## config.mk

```make
export PLATFORM = sky130hd
export DESIGN_NAME = logic_capture_flat
export DESIGN_NICKNAME = d
export VERILOG_FILES = /design/src/rtl/logic_capture_if.sv /design/src/rtl/logic_capture.sv /design/src/flat_wrapper.sv
export SDC_FILE = /design/constraint.sdc
export NUM_CORES = 1
export LEC_CHECK = 0
export ABC_AREA = 1
export CELL_PAD_IN_SITES_DETAIL_PLACEMENT = 2
export CELL_PAD_IN_SITES_GLOBAL_PLACEMENT = 2
export CORE_MARGIN = 2
export CORE_UTILIZATION = 26
export DETAILED_ROUTE_END_ITERATION = 12
export PLACE_DENSITY = 0.8
export REMOVE_ABC_BUFFERS = 1
export SLEW_MARGIN = 20
export SYNTH_ARGS = -nofsm -noshare
export SYNTH_HDL_FRONTEND = slang
export SYNTH_SLANG_ARGS = --single-unit
```

## constraint.sdc

```tcl
create_clock -name clk -period 3.3 [get_ports clk]
set_clock_uncertainty 0.1 [all_clocks]
set_input_delay 0.495 -clock clk [delete_from_list [all_inputs] [get_ports clk]]
set_output_delay 0.495 -clock clk [all_outputs]
set_load 0.02 [all_outputs]
```

## src/rtl/logic_capture_if.sv

```systemverilog
// logic_capture_if: host register and sample-RAM signals of the logic-analyzer capture engine
interface logic_capture_if #(parameter int ADDR_W = 18);
    logic [31:0] status;
    logic [31:0] control;
    logic [31:0] config0;
    logic [31:0] config1;
    logic [7:0] datain;
    logic [7:0] dataout;
    logic we;
    logic en;
    logic [ADDR_W-1:0] address;
    modport master (
        input status, dataout, we, en, address,
        output control, config0, config1, datain
    );
    modport slave (
        output status, dataout, we, en, address,
        input control, config0, config1, datain
    );
endinterface

```

## src/rtl/logic_capture.sv

```systemverilog
// logic_capture: 8-channel capture engine filling a circular sample RAM around a qualified edge trigger
module logic_capture #(
    parameter int ADDR_W = 18
) (
    input logic clk,
    input logic resetn,
    logic_capture_if.slave bus
);
    typedef enum logic [2:0] {
        IDLE    = 3'd0,
        PREFILL = 3'd1,
        ARMED   = 3'd2,
        POST    = 3'd3,
        DONE    = 3'd4
    } state_t;
    localparam logic [31:0] MAXC = 32'((64'd1 << ADDR_W) - 64'd1);
    state_t state;
    logic [7:0] s1, s, p;
    logic start_d, done, triggered, we;
    logic [ADDR_W-1:0] ptr, cnt, pre_c, post_c;
    logic [ADDR_W:0] cnt_inc;
    logic [17:0] trig_addr;
    logic [31:0] pre_raw;
    logic [7:0] qual_ok;
    logic [2:0] ch;
    logic edge_hit, trig_hit, start_rise, pre_reached, post_reached;
    logic unused_bits;
    for (genvar k = 0; k < 8; k++) begin : g_q
        assign qual_ok[k] = !bus.config0[2*k+17] || (s[k] == bus.config0[2*k+16]);
    end
    assign ch = bus.config0[2:0];
    assign edge_hit = bus.config0[3] ? (!p[ch] && s[ch]) : (p[ch] && !s[ch]);
    assign trig_hit = edge_hit && (&qual_ok);
    assign start_rise = bus.control[0] && !start_d;
    // config is read live, so a PRE edit mid-capture changes the prefill and post lengths at once
    assign pre_raw = {14'd0, bus.config1[17:0]};
    assign pre_c = ADDR_W'((pre_raw > MAXC) ? MAXC : pre_raw);
    assign post_c = ADDR_W'(MAXC) - pre_c;
    assign cnt_inc = {1'b0, cnt} + 1'b1;
    assign pre_reached = cnt_inc >= {1'b0, pre_c};
    assign post_reached = cnt_inc >= {1'b0, post_c};
    assign unused_bits = ^{bus.control[31:2], bus.config0[15:4], bus.config1[31:18]};
    assign bus.status = {trig_addr, 9'd0, triggered, done, state};
    assign bus.dataout = s;
    assign bus.we = we;
    assign bus.en = we;
    assign bus.address = ptr;
    always_ff @(posedge clk or posedge resetn) begin
        if (resetn) begin
            state <= IDLE;
            s1 <= '0;
            s <= '0;
            p <= '0;
            start_d <= 1'b0;
            done <= 1'b0;
            triggered <= 1'b0;
            we <= 1'b0;
            ptr <= '0;
            cnt <= '0;
            trig_addr <= '0;
        end else begin
            s1 <= bus.datain;
            s <= s1;
            p <= s;
            start_d <= bus.control[0];
            if (bus.control[1]) begin
                state <= IDLE;
                we <= 1'b0;
                done <= 1'b0;
                triggered <= 1'b0;
            end else begin
                case (state)
                    IDLE, DONE: if (start_rise) begin
                        ptr <= '0;
                        cnt <= '0;
                        done <= 1'b0;
                        triggered <= 1'b0;
                        we <= 1'b1;
                        state <= (pre_c == '0) ? ARMED : PREFILL;
                    end
                    PREFILL: begin
                        ptr <= ptr + 1'b1;
                        cnt <= cnt + 1'b1;
                        if (pre_reached) state <= ARMED;
                    end
                    // the trigger sample itself is written this cycle at ptr
                    ARMED: begin
                        ptr <= ptr + 1'b1;
                        if (trig_hit) begin
                            trig_addr <= 18'(ptr);
                            triggered <= 1'b1;
                            cnt <= '0;
                            state <= (post_c == '0) ? DONE : POST;
                            done <= (post_c == '0);
                            we <= (post_c != '0);
                        end
                    end
                    POST: begin
                        ptr <= ptr + 1'b1;
                        cnt <= cnt + 1'b1;
                        if (post_reached) begin
                            state <= DONE;
                            done <= 1'b1;
                            we <= 1'b0;
                        end
                    end
                    default: begin
                        state <= IDLE;
                        we <= 1'b0;
                    end
                endcase
            end
        end
    end
endmodule

```

## src/flat_wrapper.sv

```systemverilog
// flat-port wrapper written by rule: the top's interface ports become plain ports
module logic_capture_flat 
#(
    parameter int ADDR_W = 18
)
  (clk, resetn, bus_status, bus_dataout, bus_we, bus_en, bus_address, bus_control, bus_config0, bus_config1, bus_datain);
  logic_capture_if #(.ADDR_W(ADDR_W)) bus_i ();
  input logic clk;
  input logic resetn;
  output wire logic [$bits(bus_i.status)-1:0] bus_status;
  output wire logic [$bits(bus_i.dataout)-1:0] bus_dataout;
  output wire logic [$bits(bus_i.we)-1:0] bus_we;
  output wire logic [$bits(bus_i.en)-1:0] bus_en;
  output wire logic [$bits(bus_i.address)-1:0] bus_address;
  input wire logic [$bits(bus_i.control)-1:0] bus_control;
  input wire logic [$bits(bus_i.config0)-1:0] bus_config0;
  input wire logic [$bits(bus_i.config1)-1:0] bus_config1;
  input wire logic [$bits(bus_i.datain)-1:0] bus_datain;
  assign bus_status = bus_i.status;
  assign bus_dataout = bus_i.dataout;
  assign bus_we = bus_i.we;
  assign bus_en = bus_i.en;
  assign bus_address = bus_i.address;
  assign bus_i.control = bus_control;
  assign bus_i.config0 = bus_config0;
  assign bus_i.config1 = bus_config1;
  assign bus_i.datain = bus_datain;
  logic_capture #(.ADDR_W(ADDR_W)) u_core (.clk(clk), .resetn(resetn), .bus(bus_i));
endmodule
```

# After elaboration in Yosys (flattened, before gate mapping)
# Index checks and enable logic that the tools add are counted.
# word_totals
reg_bits	85
inputBits	106
output_inout_bits	60
elab_cells	112
# op_classes
n_addsub	4
n_lt_le_gt_ge	4
eq_ne	19
n_mux	31
n_bitwise	1
n_reduce_logical	42
# op_table
op	count
two-way mux 18 bit	3
one-hot mux 18 bit (3 select lines)	1
>= comparator 19 x 18 -> 1 bit	2
adder 18 x 1 -> 18 bit, second input constant	2
zero test 18 bit	2
one-hot mux 18 bit (2 select lines)	1
adder 18 x 1 -> 19 bit, second input constant	1
greater-than comparator 18 bit, second input constant	1
two-way mux 3 bit	6
nonzero test 18 bit	1
subtractor 18 bit, first input constant	1
AND reduction 4 bit	4
two-way mux 1 bit	13
inequality test 3 x 2 -> 1 bit, second input constant	4
one-hot mux 3 bit (4 select lines)	1
zero test 1 bit	11
AND reduction 3 bit	3
== test 1 bit	8
logical OR 1 bit	8
AND reduction 8 bit	1
binary-select mux 1 bit (select 3 bit)	2
== test 3 x 2 -> 1 bit, second input constant	2
nonzero test 3 bit	2
logical AND 1 bit	4
15 further kinds	17

# Depth between registers and ports, before layout
# depth
ltp_word	9
ltp_mapped	22
mapped_depth_nobuf	22

# Worst setup path before layout
# Ideal clock, no wire load.
# synth_timing
path_type	reg2reg
from	register u_core.cnt[0]
to	register u_core.state[2]
setup_time_ns	0.118
arrival_ns	2.540
required_ns	3.082
path_slack_ns	0.541
stages_incl_launch_ff	19
n_path_buf	0
synth_period_minus_slack_ns	2.759
path_cell_list	dfrtp_1 > ha_1 > nand3_1 > nor2_1 > nand2_1 > nor2_1 > xor2_1 > ha_1 > or2_2 > nor3_1 > nand2_1 > nand2_1 > nand2_1 > nand2_1 > nand3_1 > nand2_1 > nand3_1 > nand2_1 > nand2_1
# synth_via
elab_chain_len	4
word_cells_on_any_way	6
classes_between	add/sub: 1; order compare: 2; eq/ne: 2; reduce/logical: 1
# synth_lines
item	line_no	rtl
from (decl)	logic_capture.sv:20	logic [ADDR_W-1:0] ptr, cnt, pre_c, post_c;
from (signal assigned)	logic_capture.sv:83	cnt <= cnt + 1'b1;
from (signal assigned)	logic_capture.sv:100	cnt <= cnt + 1'b1;
adder 18 x 1 -> 19 bit *	logic_capture.sv:39	assign cnt_inc = {1'b0, cnt} + 1'b1;
>= comparator 19 x 18 -> 1 bit (on tied branches)	logic_capture.sv:41, logic_capture.sv:40	
inequality test 3 x 2 -> 1 bit (no line)	--	
AND reduction 4 bit (no line) *	--	
to (signal assigned)	logic_capture.sv:79	state <= (pre_c == '0) ? ARMED : PREFILL;
to (signal assigned)	logic_capture.sv:93	state <= (post_c == '0) ? DONE : POST;
to (decl)	logic_capture.sv:17	state_t state;
# Every way passes the cells marked *; elsewhere a longest branch is shown, timed or not.
# A chain may end at the register's enable or synchronous reset.

# Final worst setup path
# layout_timing
from	register u_core.cnt[0]
to	register u_core.done
# layout_via
elab_chain_len	4
# layout_lines
item	line_no	rtl
adder 18 x 1 -> 19 bit	logic_capture.sv:39	
>= comparator 19 x 18 -> 1 bit	logic_capture.sv:41	assign post_reached = cnt_inc >= {1'b0, post_c};
inequality test 3 x 2 -> 1 bit (no line)	--	
AND reduction 4 bit (no line)	--	
to (signal assigned)	logic_capture.sv:94	done <= (post_c == '0);
to (decl)	logic_capture.sv:19	logic start_d, done, triggered, we;
# Every way passes these cells.

==> metrics.txt <==
# TYPE chip_impl_metric gauge
chip_impl_info{name="final_common_cell",value="sky130_fd_sc_hd__nand2_1"} 1
chip_impl_metric{name="postRouteWirelength",unit="um"} 17240
chip_impl_metric{name="drt-pass1-iter-count",unit=""} 4
chip_impl_info{name="timing.critical_path.from_type",value="register"} 1
chip_impl_metric{name="holdPathStages",unit=""} 0
chip_impl_metric{name="layout-drive-gt1-share",unit="%"} 12.10
chip_impl_metric{name="tritoncts_num_sinks",unit=""} 85
chip_impl_metric{name="detailroute.via_count",unit=""} 4816
chip_impl_metric{name="clock_path_buffers",unit=""} 2
chip_impl_metric{name="ioPinCount",unit=""} 166
chip_impl_info{name="hold_path_class",value="register to register"} 1
chip_impl_metric{name="timing.fmax",unit="MHz"} 317.5
chip_impl_metric{name="totalPowerFinal",unit="mW"} 3.462
chip_impl_info{name="result_of_the_run",value="complete, no violations"} 1
chip_impl_info{name="critical_path_type",value="register to register"} 1
chip_impl_metric{name="worst-slew-pin-transition",unit="ns"} 0.6444
chip_impl_metric{name="htreeDepth",unit=""} 3
chip_impl_metric{name="cell_area_after_placement",unit="um2"} 6623
chip_impl_metric{name="cp_data_required_time",unit="ns"} 3.44
chip_impl_metric{name="setup_viol",unit=""} 0
chip_impl_metric{name="tritoncts.num_buffers",unit=""} 9
chip_impl_info{name="commonest_non_fill_non_tap_cells_in_the_layout",value="sky130_fd_sc_hd__nand2_1, sky130_fd_sc_hd__clkdlybuf4s50_1, sky130_fd_sc_hd__inv_1"} 1
chip_impl_metric{name="area.growth.synth_to_final",unit="%"} 33.08
chip_impl_metric{name="leakagePower",unit="nW"} 3.437
chip_impl_metric{name="drt_iter0_markers",unit=""} 120
chip_impl_metric{name="grt_start_max_net_pins",unit=""} 53
chip_impl_metric{name="cp_data_arrival_time",unit="ns"} 3.29
chip_impl_metric{name="setup_ws",unit="ns"} 0.1501
chip_impl_metric{name="first_pass_grt_wire_length",unit="um"} 27840
chip_impl_metric{name="finalInstanceArea",unit="um2"} 7098
chip_impl_metric{name="die_x",unit="um"} 147.2
chip_impl_metric{name="ir_drop",unit="uV"} 247.4
chip_impl_metric{name="hold_viol_final",unit=""} 0
chip_impl_metric{name="timing.final.crit_share",unit="%"} 95.45
chip_impl_info{name="critical_path.cell_chain",value="buf_6 -> inv_1 -> nor3_4 -> nand2_1 -> nor2_1 -> xnor2_1 -> inv_1 -> ha_4 -> nand2_1 -> nor2_2 -> nand4_1 -> nor3_2 -> nand4_1 -> nand2_1 -> nand2_2 -> nand2_4 -> nand3_1 -> nand2_1 -> nand2_1"} 1
chip_impl_metric{name="globalRouteMet1Util",unit="%"} 20.65
chip_impl_metric{name="final_antenna_net_count",unit=""} 0
chip_impl_metric{name="final_hpwl_from_detailed_placement",unit="um"} 13080
chip_impl_metric{name="number_of_global_route_vias_before_repair",unit=""} 5165
chip_impl_info{name="busiest_layer",value="met2"} 1
chip_impl_metric{name="finalWeightedCongestion",unit=""} 0.7799
chip_impl_metric{name="number_of_max_slew_violations_in_the_final_report",unit=""} 0
chip_impl_metric{name="die_area",unit="um2"} 21680
chip_impl_info{name="setup_crit_end_kind",value="register"} 1
chip_impl_info{name="critPathSlowestCell",value="sky130_fd_sc_hd__dfrtp_1"} 1
chip_impl_metric{name="critical_path_buf_inv_count",unit=""} 3
chip_impl_metric{name="synth_seq_area_share",unit="%"} 39.88
chip_impl_metric{name="postSynthCellCount",unit=""} 680
chip_impl_metric{name="via_density",unit=""} 4.565
chip_impl_metric{name="setup_tns",unit="ns"} 0
chip_impl_metric{name="number_of_hold_buffers_added_after_cts",unit=""} 0
chip_impl_metric{name="count_of_buffers_inserted_at_the_top_level_ports",unit=""} 100
chip_impl_metric{name="die_height",unit="um"} 147.2
chip_impl_metric{name="final_nets",unit=""} 925
chip_impl_metric{name="crit_path_max_incr_delay",unit="ns"} 0.38
chip_impl_metric{name="number_of_distinct_standard_cells_referenced_by_the_synthesized_netlist",unit=""} 41
chip_impl_metric{name="worstSkewPairLatency",unit="ns"} 0.35
chip_impl_metric{name="grt_antenna_before_repair",unit=""} 0
chip_impl_metric{name="synth.ff_latch_count",unit=""} 85
chip_impl_metric{name="floorplan.rows",unit=""} 52
chip_impl_metric{name="drc",unit=""} 0
chip_impl_metric{name="worst-r2r-cell-count",unit=""} 19
chip_impl_metric{name="clkTransAtPathRegs",unit="ns"} 0.07
chip_impl_metric{name="worst_slew_margin_relative_to_its_limit",unit="%"} 56.99
chip_impl_metric{name="gr-usage-all-layers",unit="%"} 16.12
chip_impl_metric{name="synth.cell_area",unit="um2"} 5334
chip_impl_metric{name="global_route.usage.met2",unit="%"} 28.69
chip_impl_metric{name="final_period_minus_worst_setup_slack",unit="ns"} 3.150
chip_impl_metric{name="syn_avg_cell_area",unit="um2"} 7.844
chip_impl_metric{name="preCtsSetupSlack",unit="ns"} 0.09412
chip_impl_metric{name="design.core.area",unit="um2"} 20170
chip_impl_metric{name="maxCapViolations",unit=""} 0
chip_impl_metric{name="cp.depth",unit=""} 19
chip_impl_info{name="critPathTopFamily",value="simple AND/OR/NAND/NOR gates"} 1
chip_impl_metric{name="initial_core_util",unit="%"} 26.45
chip_impl_metric{name="path_max_fanout",unit=""} 6
chip_impl_metric{name="post_drt_wl_per_cell",unit="um"} 16.34
chip_impl_metric{name="grt.overflow.total",unit=""} 0
chip_impl_info{name="tritoncts",value="yes"} 1
chip_impl_metric{name="pwr_density_cell",unit="nW/um2"} 487.7
chip_impl_metric{name="antennaDiodeCount",unit=""} 0
chip_impl_metric{name="grt.met3_usage",unit="%"} 1.615
chip_impl_metric{name="synthesis.yosys.warnings",unit=""} 0
chip_impl_info{name="clockRootBuffer",value="sky130_fd_sc_hd__clkbuf_16"} 1
chip_impl_info{name="cp_common_cell",value="sky130_fd_sc_hd__nand2_1"} 1
-- logic make-up after synthesis --
| family | after synthesis | synth area share, % |
|---|---|---|
| adder cells (fa/ha/maj) | 39 | 9.149 |
| AND/OR/NAND/NOR | 313 | 27.23 |
| XOR/XNOR | 14 | 2.299 |
| AO/OA/AOI/OAI | 77 | 8.375 |
| other | 1 | 0.07031 |
| buffers and inverters | 144 | 11.52 |
| multiplexers | 7 | 1.478 |
| flip-flops | 85 | 39.88 |
-- power by group --
part / leakage [nW] / switching (mW) / internal [mW]
Clock: 0.154 / 0.459 / 0.620
Sequential: 1.12 / 0.107 / 1.15
Combinational: 2.17 / 0.670 / 0.456
Total: 3.44 / 1.24 / 2.23
-- flip-flops by register name (all words and copies together) (netlist names) --
signal	cells
u_core.done	1
u_core.p	8
u_core.trig_addr	18
u_core.bus.address	18
u_core.bus.dataout	8
u_core.triggered	1
u_core.start_d	1
u_core.s1	8
u_core.state	3
u_core.cnt	18
u_core.bus.en	1
-- synth_stat cells, drive strengths merged --
| cell type | n | area, um2 |
|---|---|---|
| a211oi | 2 | 15.01 |
| a21boi | 1 | 7.510 |
| a21o | 1 | 7.510 |
| a21oi | 24 | 120.1 |
| a31oi | 3 | 18.77 |
| buf | 19 | 142.6 |
| clkbuf | 19 | 71.32 |
| conb | 1 | 3.750 |
| dfrtp | 85 | 2127 |
| ha | 39 | 488.0 |
| inv | 106 | 400.4 |
| mux2 | 7 | 78.83 |
| nand2 | 159 | 606.8 |
| nand3 | 28 | 145.1 |
| nand3b | 1 | 7.510 |
| nand4 | 20 | 131.4 |
| nor2 | 57 | 256.5 |
| nor3 | 27 | 172.7 |
| nor3b | 1 | 7.510 |
| nor4 | 8 | 50.05 |
| o21a | 11 | 82.58 |
| o21ai | 33 | 180.2 |
| o21bai | 1 | 7.510 |
| o31ai | 1 | 7.510 |
| or2 | 12 | 75.07 |
| xnor2 | 4 | 35.03 |
| xor2 | 10 | 87.58 |
-- what timing repair did --
action / 4_1_cts / 5_1_grt
endpoints found under the setup margin: 0 / 5
setup buffers: 0 / 5
hold endpoints to repair: 0 / 0
resized for setup: 0 / 26
-- per-stage QoR --
stage          hold WS (ns)  instances  util, %
3_5_place_dp         0.2358       1034    32.84
4_1_cts              0.2496       1050    34.39
5_1_grt              0.2594       1055    35.19
6_report             0.2455       1055    35.19
2_1_floorplan        0.2312        650        -
3_3_place_gp         0.2336       1034    32.84
-- routing by layer --
| metal | share of wire (%) | routed length, um | up-vias |
|---|---|---|---|
| met5 | 0 | 0 | - |
| met4 | 1.4 | 233 | 0 |
| met3 | 2.3 | 400 | 15 |
| met2 | 51 | 8874 | 78 |
| met1 | 45 | 7730 | 2384 |
| li1 | - | - | 2339 |
-- layout make-up --
type                    instances  area, um2
clock buffers                  10      239.0
clock inverters                 6      73.82
fillers                      2322      13070
inverters                     106      401.6
multi-input cells             459       2746
flip-flops and latches         85       2127
well taps                     270      337.8
repair buffers                119       1172
-- worst paths after layout --
path,start,endpoint,slack (ns)
worst max-delay path,u_core.cnt[0],u_core.done,0.15
max in group asynchronous,resetn,u_core.bus.dataout[7],1.95
min in group asynchronous,resetn,u_core.trig_addr[3],0.44
worst max register to register,u_core.cnt[0],u_core.done,0.15
worst min register to register,u_core.s1[6],u_core.bus.dataout[6],0.25
worst min-delay path,u_core.s1[6],u_core.bus.dataout[6],0.25
(Power assumes the default switching activity.)
